===== config.mk =====
export PLATFORM = sky130hd
export DESIGN_NAME = keypad_scanner
export DESIGN_NICKNAME = d
export VERILOG_FILES = /design/src/rtl/keypad_scanner_pkg.sv /design/src/rtl/keypad_scanner_tick_gen.sv /design/src/rtl/keypad_scanner.sv
export SDC_FILE = /design/constraint.sdc
export NUM_CORES = 1
export LEC_CHECK = 0
export CAP_MARGIN = 15
export CORE_MARGIN = 2
export CORE_UTILIZATION = 60
export DETAILED_ROUTE_END_ITERATION = 8
export PLACE_DENSITY = 0.81
export RECOVER_POWER = 100
export SYNTH_ARGS = -nofsm -noshare
export SYNTH_HDL_FRONTEND = slang
export SYNTH_HIERARCHICAL = 1
export SYNTH_SLANG_ARGS = --single-unit

===== constraint.sdc =====
create_clock -name clk -period 7 [get_ports clk]
set_input_delay 2.1 -clock clk [delete_from_list [all_inputs] [get_ports clk]]
set_output_delay 2.1 -clock clk [all_outputs]
set_load 0.005 [all_outputs]

===== src/rtl/keypad_scanner_pkg.sv =====
// Shared types and constants for the 4x4 keypad scanner: FSM states,
// active-low column strobe patterns and key_code field widths.
package keypad_scanner_pkg;

  typedef enum logic [1:0] {
    ST_SCAN     = 2'd0,
    ST_DEBOUNCE = 2'd1,
    ST_HELD     = 2'd2,
    ST_RELEASE  = 2'd3
  } state_t;

  localparam int ROW_IDX_W  = 2;
  localparam int COL_IDX_W  = 2;
  localparam int KEY_CODE_W = ROW_IDX_W + COL_IDX_W;

  localparam logic [3:0] COL0     = 4'b1110;
  localparam logic [3:0] COL1     = 4'b1101;
  localparam logic [3:0] COL2     = 4'b1011;
  localparam logic [3:0] COL3     = 4'b0111;
  localparam logic [3:0] COL_IDLE = 4'b1111;

  function automatic logic [3:0] col_strobe(input logic [COL_IDX_W-1:0] idx);
    logic [3:0] strobe;
    case (idx)
      2'd0:    strobe = COL0;
      2'd1:    strobe = COL1;
      2'd2:    strobe = COL2;
      default: strobe = COL3;
    endcase
    return strobe;
  endfunction

  // Lowest-indexed active-low row; only meaningful when some row is low.
  function automatic logic [ROW_IDX_W-1:0] lowest_low_row(input logic [3:0] rows);
    logic [ROW_IDX_W-1:0] idx;
    if (!rows[0])      idx = 2'd0;
    else if (!rows[1]) idx = 2'd1;
    else if (!rows[2]) idx = 2'd2;
    else               idx = 2'd3;
    return idx;
  endfunction

endpackage


===== src/rtl/keypad_scanner_tick_gen.sv =====
// Scan-rate divider: one-cycle tick every SCAN_DIV clocks, counter wraps
// to zero on the tick cycle.
module scan_tick_gen #(
  parameter int SCAN_DIV = 50000
) (
  input  logic clk,
  input  logic reset,
  output logic tick
);

  localparam int CNT_W = $clog2(SCAN_DIV);
  localparam logic [CNT_W-1:0] LAST = CNT_W'(SCAN_DIV - 1);

  logic [CNT_W-1:0] cnt;

  always_ff @(posedge clk or negedge reset) begin
    if (!reset) begin
      cnt <= '0;
    end else if (cnt == LAST) begin
      cnt <= '0;
    end else begin
      cnt <= cnt + CNT_W'(1);
    end
  end

  assign tick = (cnt == LAST);

endmodule


===== src/rtl/keypad_scanner.sv =====
// 4x4 matrix keypad scanner: strobes columns, debounces press and release
// of a single key and reports it as {row, col} with a one-clock valid pulse.
module keypad_scanner
  import keypad_scanner_pkg::*;
#(
  parameter int SCAN_DIV       = 50000,
  parameter int DEBOUNCE_TICKS = 4
) (
  input  logic       clk,
  input  logic       reset,
  input  logic [3:0] row_in,
  output logic [3:0] col_out,
  output logic [3:0] key_code,
  output logic       key_valid,
  output logic       key_held
);

  localparam int CNT_W = $clog2(DEBOUNCE_TICKS + 1);
  localparam logic [CNT_W-1:0] DEB_MAX = CNT_W'(DEBOUNCE_TICKS);
  localparam logic [CNT_W-1:0] ONE     = CNT_W'(1);

  logic [3:0]           row_meta_p0;
  logic [3:0]           row_sync_p1;
  logic                 tick;
  state_t               state;
  logic [COL_IDX_W-1:0] col_idx;
  logic [ROW_IDX_W-1:0] lat_row;
  logic [COL_IDX_W-1:0] lat_col;
  logic [CNT_W-1:0]     deb_cnt;
  logic [CNT_W-1:0]     rel_cnt;

  logic                 any_low;
  logic [ROW_IDX_W-1:0] low_row;
  logic                 lat_still_low;
  logic                 lat_high;
  logic [COL_IDX_W-1:0] col_next;

  scan_tick_gen #(
    .SCAN_DIV(SCAN_DIV)
  ) u_tick (
    .clk  (clk),
    .reset(reset),
    .tick (tick)
  );

  // Stage p0/p1: two-flop synchronizer for the asynchronous row lines
  always_ff @(posedge clk or negedge reset) begin
    if (!reset) begin
      row_meta_p0 <= 4'b1111;
      row_sync_p1 <= 4'b1111;
    end else begin
      row_meta_p0 <= row_in;
      row_sync_p1 <= row_meta_p0;
    end
  end

  assign any_low       = (row_sync_p1 != COL_IDLE);
  assign low_row       = lowest_low_row(row_sync_p1);
  assign lat_still_low = any_low && (low_row == lat_row);
  assign lat_high      = row_sync_p1[lat_row];
  assign col_next      = col_idx + 2'd1;

  // Detected key position is pure data, captured once at the detecting tick
  always_ff @(posedge clk) begin
    if (tick && (state == ST_SCAN) && any_low) begin
      lat_row <= low_row;
      lat_col <= col_idx;
    end
  end

  always_ff @(posedge clk or negedge reset) begin
    if (!reset) begin
      state     <= ST_SCAN;
      col_idx   <= 2'd0;
      col_out   <= COL0;
      key_code  <= '0;
      key_valid <= 1'b0;
      key_held  <= 1'b0;
      deb_cnt   <= '0;
      rel_cnt   <= '0;
    end else begin
      key_valid <= 1'b0;
      if (tick) begin
        case (state)
          ST_SCAN: begin
            if (any_low) begin
              if (DEB_MAX == ONE) begin
                key_code  <= {low_row, col_idx};
                key_valid <= 1'b1;
                key_held  <= 1'b1;
                deb_cnt   <= '0;
                rel_cnt   <= '0;
                state     <= ST_HELD;
              end else begin
                deb_cnt <= ONE;
                state   <= ST_DEBOUNCE;
              end
            end else begin
              col_idx <= col_next;
              col_out <= col_strobe(col_next);
            end
          end

          ST_DEBOUNCE: begin
            if (lat_still_low) begin
              if ((deb_cnt + ONE) == DEB_MAX) begin
                key_code  <= {lat_row, lat_col};
                key_valid <= 1'b1;
                key_held  <= 1'b1;
                deb_cnt   <= '0;
                rel_cnt   <= '0;
                state     <= ST_HELD;
              end else begin
                deb_cnt <= deb_cnt + ONE;
              end
            end else begin
              deb_cnt <= '0;
              col_idx <= col_next;
              col_out <= col_strobe(col_next);
              state   <= ST_SCAN;
            end
          end

          // Other rows are ignored while held: only the latched row matters
          ST_HELD: begin
            if (lat_high) begin
              if (DEB_MAX == ONE) begin
                rel_cnt  <= '0;
                key_held <= 1'b0;
                col_idx  <= col_next;
                col_out  <= col_strobe(col_next);
                state    <= ST_SCAN;
              end else begin
                rel_cnt <= ONE;
                state   <= ST_RELEASE;
              end
            end
          end

          ST_RELEASE: begin
            if (lat_high) begin
              if ((rel_cnt + ONE) == DEB_MAX) begin
                rel_cnt  <= '0;
                key_held <= 1'b0;
                col_idx  <= col_next;
                col_out  <= col_strobe(col_next);
                state    <= ST_SCAN;
              end else begin
                rel_cnt <= rel_cnt + ONE;
              end
            end else begin
              rel_cnt <= '0;
              state   <= ST_HELD;
            end
          end

          default: state <= ST_SCAN;
        endcase
      end
    end
  end

endmodule


==> metrics.txt, run 1 <==
setup bufs post-CTS=0; cells along the critical path=clkbuf_1; Synth top area share=a little over a third; clock slew at reported path FFs=80 ps; Inserted Clock Buffers=5; Cell Int Power=approximately 0.37 mW; final antenna-violating net count=0; Worst-Margin Slew=between 2000 and 2500 ps; Slowest-stage cell, CP=clkbuf_1; Pleak=between 1 and 1.5 nW; Worst Path Arrival=3700 ps; Final Setup Violations=0; Clock power frac=35.5%; Mapped Cells=197; MaxCap Viol Count=1; area grow syn2layout=10.5%; layout cells sized above 1=15.3%; EDFF count, synth=4; core footprint=3690 um2; CTS sink count=48; Mapped Avg Cell Area=11.8 um2; outcome=complete, but fails checks; CTS max path bufs=2; drt pass-1 iters=4; Pins Over Slew Limit=45; fraction of registers with async set/reset=between 90% and 100%; GPL Wtd Cong=0.803; ys flop type=dfrtp_1; initial core utilization=~63%; Sw Share=between 10% and 20%; fin crit share=a little over half; Worst Setup Start Kind=input pin; failing checks=max-capacitance violations, max-slew violations; Max Clock Freq=~270 MHz; Die ar.=4380 um2; syn nets=roughly 210; global-route wire length before repair=6910 um; total wire length after detailed routing=between 4000 and 5000 um; cts hold-fix bufs=0; post-synthesis cell type count=55; CTS tree=built; RSZ-0062 raised after global routing=false; crit path max fanout=44; Synth Cell Area=2320 um2; Iteration-0 DRC Markers=134; drt drc=0; most frequent cells in the layout=33 x dfrtp_1, 14 x nor2_1, 14 x dlygate4sd3_1; Worst EP required=roughly 6900 ps; Hold Crit Class=flip-flop to flip-flop; min Tclk post-route=roughly 3800 ps; input/output buffers=15; fin worst setup slack=3250 ps; vias per cell=5.78; PD cells=180 nW/um2; DP HPWL=about 2900 um; post_cts resized=0; Die Wd=66.2 um; total negative setup slack=0 ps; leading area contributor after synthesis=dfrtp_1; synth warn=6; n_diodes=0; Gate power share=2.3%; Setup Skew=between 4 and 5 ps; Worst-Skew Late Latency=290 ps; H-tree depth=2; Slew headroom=-49.8%; initial antenna violation count=0; CP bufs+invs=1; CP endpoint kind=async pin; sequential share of power=between 60 and 70%; grt total ovfl=0; Nets=about 230; max incr delay on CP=roughly 1600 ps; Final Hold Fails=0; DP Worst Slack=3900 ps; DR vias=1520; largest net degree at the start of global routing=45; peak supply drop=roughly 0.18 mV; Row Count=22; vias in the first global route=between 1.5k and 2k; Total GRT Usage=21.1%; top cells by area, synth=dfrtp_1 36%, dfstp_2 12%, edfxtp_1 5.2%; Die Y=66.2 um; num ports=16; most common cell after layout, fill and taps aside=dfrtp_1; post-DR wirelength/cell=15.3 um; Crit Path Class=input pin to async pin; crit-path leading delay family=buffers and inverters; sequential share of the synthesized area=53.3%; Root Buffer=clkbuf_8; count of state elements after synthesis=48; total of fill cells in the finished design=276; Psw=0.0921 mW
## path summary, 6_finish.rpt
kind / startpoint / end / slack, ps / cells after the start
max reg2reg: u_tick/cnt[0] / deb_cnt[2] / 3990 / 8
min: row_meta_p0[1] / row_sync_p1[1] / 360 / 0
max in group clk: col_out[3] / col_out[3] / 3520 / 1
max: reset / state[0] / 3250 / 1
min in group asynchronous: reset / rel_cnt[0] / 2480 / 1
min reg2reg: row_meta_p0[1] / row_sync_p1[1] / 360 / 0
## area by class of cell
type | count | area [um2] | area share [%]
Sequential cell | 48 | 1230 | 48.2
Tap cell | 48 | 60.1 | 2.34
Timing Repair Buffer | 15 | 144 | 5.62
Clock buffer | 8 | 90.1 | 3.52
Multi-Input combinational cell | 132 | 987 | 38.5
Inverter | 12 | 45.0 | 1.76
## per-layer routing
metal,share of wire [%],global-route usage (%),vias to the layer above,wire length (um)
li1,-,-,738,-
met1,48,28.0,739,1910
met2,47,34.5,38,1890
met3,3.9,4.94,5,157
met4,1.4,6.12,0,56
met5,0,0,-,0
## Yosys cell counts, types with 2 or more instances
cell       instances
dfrtp_1           33
nor2_1            14
inv_1             12
dfstp_2           11
nand2_1           11
ha_1               9
xor2_1             9
nand3_1            8
a21oi_1            6
mux2_2             6
mux2i_1            6
nand4_1            5
xnor2_1            5
edfxtp_1           4
o21ai_0            4
and3_1             3
clkbuf_1           3
nor2b_1            3
a211oi_1           2
and2_1             2
and4_4             2
nand2b_1           2
nand3b_1           2
nor4bb_1           2
o2bb2ai_1          2
o31ai_1            2
## flip-flops by register name, summed over array words and instances (netlist names)
register	cells
rel_cnt	3
key_held	1
u_tick/cnt	16
row_sync_p1	4
col_idx	2
key_code	4
lat_col	2
row_meta_p0	4
lat_row	2
state	2
deb_cnt	3
key_valid	1
col_out	4
## logic make-up (layout without fill, tap and decap cells)
| family | Yosys count | count (layout) | synth area share, % |
|---|---|---|---|
| and+or+nand+nor | 65 | 65 | 16.5 |
| DFF | 48 | 48 | 53.3 |
| AOI/OAI and AO/OA | 31 | 31 | 10.5 |
| buffers and inverters | 17 | 35 | 2.97 |
| xor gates and xnor gates | 14 | 14 | 5.29 |
| muxes | 13 | 13 | 6.64 |
| adders and majority gates | 9 | 9 | 4.86 |
## through the flow
stage               power, mW  instance area, um2  cells  utilization [%]  hold WS (ps)
floorplan               0.295                2320    197                -           345
global placement        0.303                2500    255             67.8           346
detailed placement      0.303                2500    255             67.8           347
CTS                     0.466                2590    263             70.2           359
global route            0.479                2560    263             69.4           364
finish                  0.461                2560    263             69.4           358
## power by group through the flow
stage | combinational (mW) | sequential [mW] | clock, mW
6_report | 0.0107 | 0.286 | 0.164
5_1_grt | 0.0122 | 0.287 | 0.180
4_1_cts | 0.0116 | 0.286 | 0.168
3_5_place_dp | 0.0116 | 0.292 | 0
3_3_place_gp | 0.0112 | 0.291 | 0
2_1_floorplan | 0.00359 | 0.291 | 0
Note: power is estimated with default switching activity, not from simulation.
==> run 2, diff against run 1 <==
Settings changed: CORE_UTILIZATION 60 to 52, PLACE_DENSITY 0.81 to 0.75.
Clock period 7 ns to 3.2 ns, I/O delays scaled along.
==> run 2 against run 1 <==
Effect of this change:
- the flow now finishes without violations
- setup slack got worse by 2600 ps
- die area up 14%
- power is 140% higher
- non-clock buffer count increased by 1
- via count shrank 1.4%
- core utilization shrank 9.0 points
- register-to-register slack lost 3300 ps
- combinational power rose by 120%
- critical path type is now flip-flop to flip-flop
==> metrics.txt, run 2 (synthesis results as in run 1) <==
H-tree depth=2 (unchanged); crit-path leading delay family=simple AND/OR/NAND/NOR gates; Worst Path Arrival=2810 ps (-890 ps); DR vias=1499 (-1.4%); Setup Skew=10.2 ps (+6.15 ps); Inserted Clock Buffers=5 (unchanged); n_diodes=0 (unchanged); CTS max path bufs=2 (unchanged); Worst-Skew Late Latency=310 ps (+20 ps); Iteration-0 DRC Markers=101 (-25%); Final Hold Fails=0 (unchanged); Slowest-stage cell, CP=or3b_2; Total GRT Usage=17.1% (-4.0 points); Hold Crit Class=flip-flop to flip-flop; Die Wd=70.8 um (+7.0%); outcome=completed; total negative setup slack=0 ps (unchanged); largest net degree at the start of global routing=45 (unchanged); WL met3=123 um (-22%); Nets=230 (+0.44%); drt pass-1 iters=4 (unchanged); Largest register FFs=16 (unchanged); num ports=16 (unchanged); RSZ-0062 raised after global routing=false; PD cells=417 nW/um2 (+130%); CP bufs+invs=0 (-1); Pleak=1.21 nW (+3.0%); min Tclk post-route=2550 ps; DP Worst Slack=649 ps (-3250 ps); MaxCap Viol Count=0 (-1); post-DR wirelength/cell=14.0 um (-8.5%); Worst Setup Start Kind=flip-flop; layout cells sized above 1=16.7% (+1.3 points); cells along the critical path=ha_1, and3_1, and4_1, nor2b_1, o21ai_0, or3b_2, a211oi_1, a21o_1; Max Clock Freq=between 300 and 400 MHz; Row Count=24 (+9.1%); Root Buffer=clkbuf_8; vias in the first global route=1478 (-1.9%); fin worst setup slack=645 ps (-2600 ps); DP HPWL=2590 um (-12%); Pins Over Slew Limit=0 (-100%); CTS sink count=48 (unchanged); grt total ovfl=0 (unchanged); initial core utilization=53.6% (-9.2 points); Highest Signal Layer=met4; max incr delay on CP=480 ps (-1090 ps); storage element area=1230 um2 (unchanged); most frequent cells in the layout=33 x dfrtp_1, 14 x nor2_1, 14 x dlygate4sd3_1; Worst-Margin Slew=938 ps (-1310 ps); cts hold-fix bufs=0 (unchanged); global-route wire length before repair=6620 um (-4.2%); drt drc=0 (unchanged); multi-input combinational cell area=1000 um2 (+1.8%); Worst EP required=3450 ps (-3490 ps); area grow syn2layout=12.8%; Final Setup Violations=0 (unchanged); WL met2=1760 um (-7.2%); total wire length after detailed routing=3750 um (-6.7%); Crit Path Class=flip-flop to flip-flop; core footprint=4320 um2 (+17%); GPL Wtd Cong=0.790 (-1.7%); Die Y=70.8 um (+7.0%); initial antenna violation count=0 (unchanged); fin crit share=roughly 80%; post_cts resized=0 (unchanged); CP endpoint kind=flip-flop; Top reg by flops=u_tick/cnt; setup bufs post-CTS=0 (unchanged); crit path max fanout=11 (-75%); final core utilization=60.5% (-9.0 points); CTS tree=built; Die ar.=5010 um2 (+14%); final antenna-violating net count=0 (unchanged); peak supply drop=0.290 mV (+64%); most common cell after layout, fill and taps aside=dfrtp_1; total of fill cells in the finished design=370 (+34%); met1 WL=1770 um (-7.5%); clock slew at reported path FFs=90 ps (about the same); vias per cell=5.59 (-3.2%); input/output buffers=15 (unchanged); Slew headroom=37.5% (+87 points)
run 2: where the power goes:
part	switching [mW]	internal [mW]
sequential	0.00435	0.622
combinational	0.0149	0.00841
clock	0.206	0.235
run 2: final cells by class:
type	count	area share [%]
Sequential cell	48	47.2
Tap cell	52	2.49
Inverter	12	1.72
Multi-Input combinational cell	132	38.4
Timing Repair Buffer	16	5.69
Clock inverter	3	1.82
Clock buffer	5	2.63
run 2: through the flow:
step	hold WS [ps]	total power, mW	instances	cell area (um2)
floorplan	345	0.645	197	2320
detailed placement	347	0.664	260	2510
global route	362	1.14	268	2620
global placement	347	0.663	260	2510
finish	359	1.09	268	2620
CTS	360	1.11	268	2630
run 2: final timing paths:
check	end	slack (ps)	from	depth (start not counted)
setup / recovery	deb_cnt[2]	650	u_tick/cnt[0]	8
hold / removal	row_sync_p1[2]	360	row_meta_p0[2]	0
setup reg to reg	deb_cnt[2]	650	u_tick/cnt[0]	8
hold reg to reg	row_sync_p1[2]	360	row_meta_p0[2]	0
max in group asynchronous	key_held	1830	reset	1
min in group asynchronous	u_tick/cnt[11]	790	reset	1
run 2: routing by layer:
layer / track usage (%) / up-vias
li1: - / 743
met1: 22.2 / 718
met2: 26.5 / 29
met3: 3.42 / 9
met4: 10.5 / 0
met5: 0 / -
run 2: worst reg2reg max path, cell delays in order, from the launching register on:
cell and delay, ps:
dfrtp_1 400, ha_1 200, and3_1 240, and4_1 410
nor2b_1 240, o21ai_0 190, or3b_2 480, a211oi_1 240
a21o_1 100
==> run 3, diff against run 2 <==
Settings changed: CORE_UTILIZATION 52 to 58, PLACE_DENSITY 0.75 to 0.79.
Clock period 3.2 ns to 2.7 ns, I/O delays scaled along.
==> run 3 against run 2 <==
Effect of this change:
- clock-buffer cell count rose by 1
- global-route usage up 4.6 points
- largest power group unchanged
- sequential power grew 19%
- critical path depth decreased by 2
- cell area is 0.57% higher
- setup slack got worse by 440 ps
- core utilization increased by 9.8 points
- first-iteration DRC count grew 13%
- cell count down 0.75%
- via count rose by 2.6%
- the flow now finishes with violations (max-capacitance violations, max-slew violations)
- clock skew barely moved
==> metrics.txt, run 3 (synthesis results as in run 1) <==
DP HPWL=2950 um (+14%); CP bufs+invs=1 (+1); total wire length after detailed routing=3990 um (+6.3%); Row Count=22 (-8.3%); Final Setup Violations=0 (unchanged); DR vias=1538 (+2.6%); drt drc=0 (unchanged); crit path to=col_idx[1]; failing checks=max-capacitance violations, max-slew violations; FF-to-FF End=col_idx[1]; post-DR wirelength/cell=15.0 um (+7.1%); Inserted Clock Buffers=5 (unchanged); n_diodes=0 (unchanged); storage element area=1230 um2 (unchanged); Largest register FFs=16 (unchanged); CP endpoint kind=flip-flop; H-tree depth=2 (unchanged); Worst path depth=6 (-2); GPL Wtd Cong=0.805 (+2.0%); setup bufs post-CTS=0 (unchanged); Pleak=1.22 nW (+1.0%); Setup Skew=9.91 ps (-0.245 ps); Die ar.=4520 um2 (-9.8%); Gate power share=2.1% (about the same); total negative setup slack=0 ps (unchanged); fin crit share=92.2% (+12 points); sequential share of power=54.5% (-2.9 points); Psw=0.244 mW (+8.2%); largest net degree at the start of global routing=38 (-16%); reg2reg path depth=6 (-2); reg-to-reg startpoint=row_sync_p1[1]; CTS max path bufs=2 (unchanged); Power Total=1.36 mW (+25%); cells along the critical path=and2b_2, a222oi_1, clkbuf_1, nand3_1, a21oi_2, mux2_2; max incr delay on CP=590 ps (+110 ps); initial antenna violation count=0 (unchanged); Sw Share=17.9% (-2.7 points); Max Clock Freq=401 MHz (+2.6%); fin worst setup slack=209 ps (-436 ps); final core utilization=70.3% (+9.8 points); Die Y=67.2 um (-5.0%); area post-placement=2520 um2 (+0.40%); Root Buffer=clkbuf_8; Die Wd=67.2 um (-5.0%); final antenna-violating net count=0 (unchanged); worst hold slack=357 ps (-1.74 ps); Worst EP required=2890 ps (-560 ps); layout cells sized above 1=17.0% (+0.31 points); post_cts resized=0 (unchanged); vias per cell=5.78 (+3.4%); multi-input combinational cell area=997 um2 (-0.75%); hold path startpoint=row_meta_p0[3]; Total GRT Usage=21.6% (+4.6 points); FF-to-FF setup slack=210 ps (-440 ps); num ports=16 (unchanged); Iteration-0 DRC Markers=114 (+13%); Pins Over Slew Limit=38 (+38); vias in the first global route=1606 (+8.7%); Crit Path Class=flip-flop to flip-flop; MaxCap Viol Count=1 (+1); drt pass-1 iters=4 (unchanged); crit-path leading delay family=compound AO/OA/AOI/OAI gates; peak supply drop=0.539 mV (+86%); Clock power frac=43.3% (+2.8 points); Post-Place Cells=258 (-0.77%); RSZ-0062 raised after global routing=false; area grow syn2layout=13.4%; Final Hold Fails=0 (unchanged); Non-Filler Instances=266 (-0.75%); DP Worst Slack=349 ps (-300 ps); PD cells=518 nW/um2 (+24%); CTS tree=built; Worst Path Arrival=2680 ps (-130 ps); cts hold-fix bufs=0 (unchanged); Cell Int Power=1.12 mW (+29%); fin area=2630 um2 (+0.57%); Hold Crit Class=flip-flop to flip-flop; Slew headroom=-28.7% (-66 points); grt total ovfl=0 (unchanged); CTS sink count=48 (unchanged); Nets=232 (+0.87%); outcome=complete, but fails checks; Worst setup startpoint=row_sync_p1[1]; Top reg by flops=u_tick/cnt; global-route wire length before repair=7290 um (+10%); Worst-Skew Late Latency=290 ps (-20 ps); most frequent cells in the layout=33 x dfrtp_1, 14 x nor2_1, 14 x dlygate4sd3_1; Slowest-stage cell, CP=dfstp_2; most common cell after layout, fill and taps aside=dfrtp_1; crit path max fanout=7 (-4); clock slew at reported path FFs=80 ps (about the same); total of fill cells in the finished design=279 (-25%); input/output buffers=15 (unchanged); core footprint=3740 um2 (-13%); Worst-Margin Slew=1930 ps (+992 ps); min Tclk post-route=2490 ps (-64.2 ps); Worst Setup Start Kind=flip-flop; initial core utilization=61.9% (+8.3 points)
-- run 3: cell count changes in the layout (fill, tap and decap cells not counted) --
cell       previous run  this run
clkbuf_1              1         3
clkinv_4              2         0
a21oi_2               0         1
a21oi_4               1         0
buf_2                 1         0
buf_4                 0         1
bufinv_16             1         2
clkbuf_2              0         1
dfstp_1               2         1
dfstp_2               9        10
-- run 3: cell type report --
type	count	share of cell area, %
Sequential cell	48	47.0
Multi-Input combinational cell	132	37.9
Clock inverter	2	2.28
Timing Repair Buffer	18	6.09
Clock buffer	6	2.76
Tap cell	48	2.28
Inverter	12	1.71
-- run 3: how the worst min path moves through the flow --
stage                     endpoint  slack [ps]  cells after the start
CTS                 row_sync_p1[3]         360                      0
global placement    row_sync_p1[0]         350                      0
global route        row_sync_p1[1]         370                      0
detailed placement  row_sync_p1[3]         350                      0
floorplan           row_sync_p1[0]         350                      0
finish              row_sync_p1[3]         360                      0
-- run 3: worst reg2reg max path, stage by stage, from the launching register on --
cell	delay, ps
dfstp_2	590
and2b_2	220
a222oi_1	300
clkbuf_1	210
nand3_1	230
a21oi_2	440
mux2_2	390
-- run 3: layer usage --
metal	track usage (%)	vias up	share of wire, %
li1	-	740	-
met2	37.9	44	51
met1	27.1	750	44
met3	5.50	4	4.9
met4	4.59	0	0.73
met5	0	-	0
-- run 3: power by group through the flow --
stage	Clock, mW	Sequential, mW	Combinational [mW]
3_3_place_gp	0	0.756	0.0322
3_5_place_dp	0	0.756	0.0331
2_1_floorplan	0	0.755	0.00931
6_report	0.590	0.743	0.0292
4_1_cts	0.599	0.743	0.0332
5_1_grt	0.637	0.744	0.0337
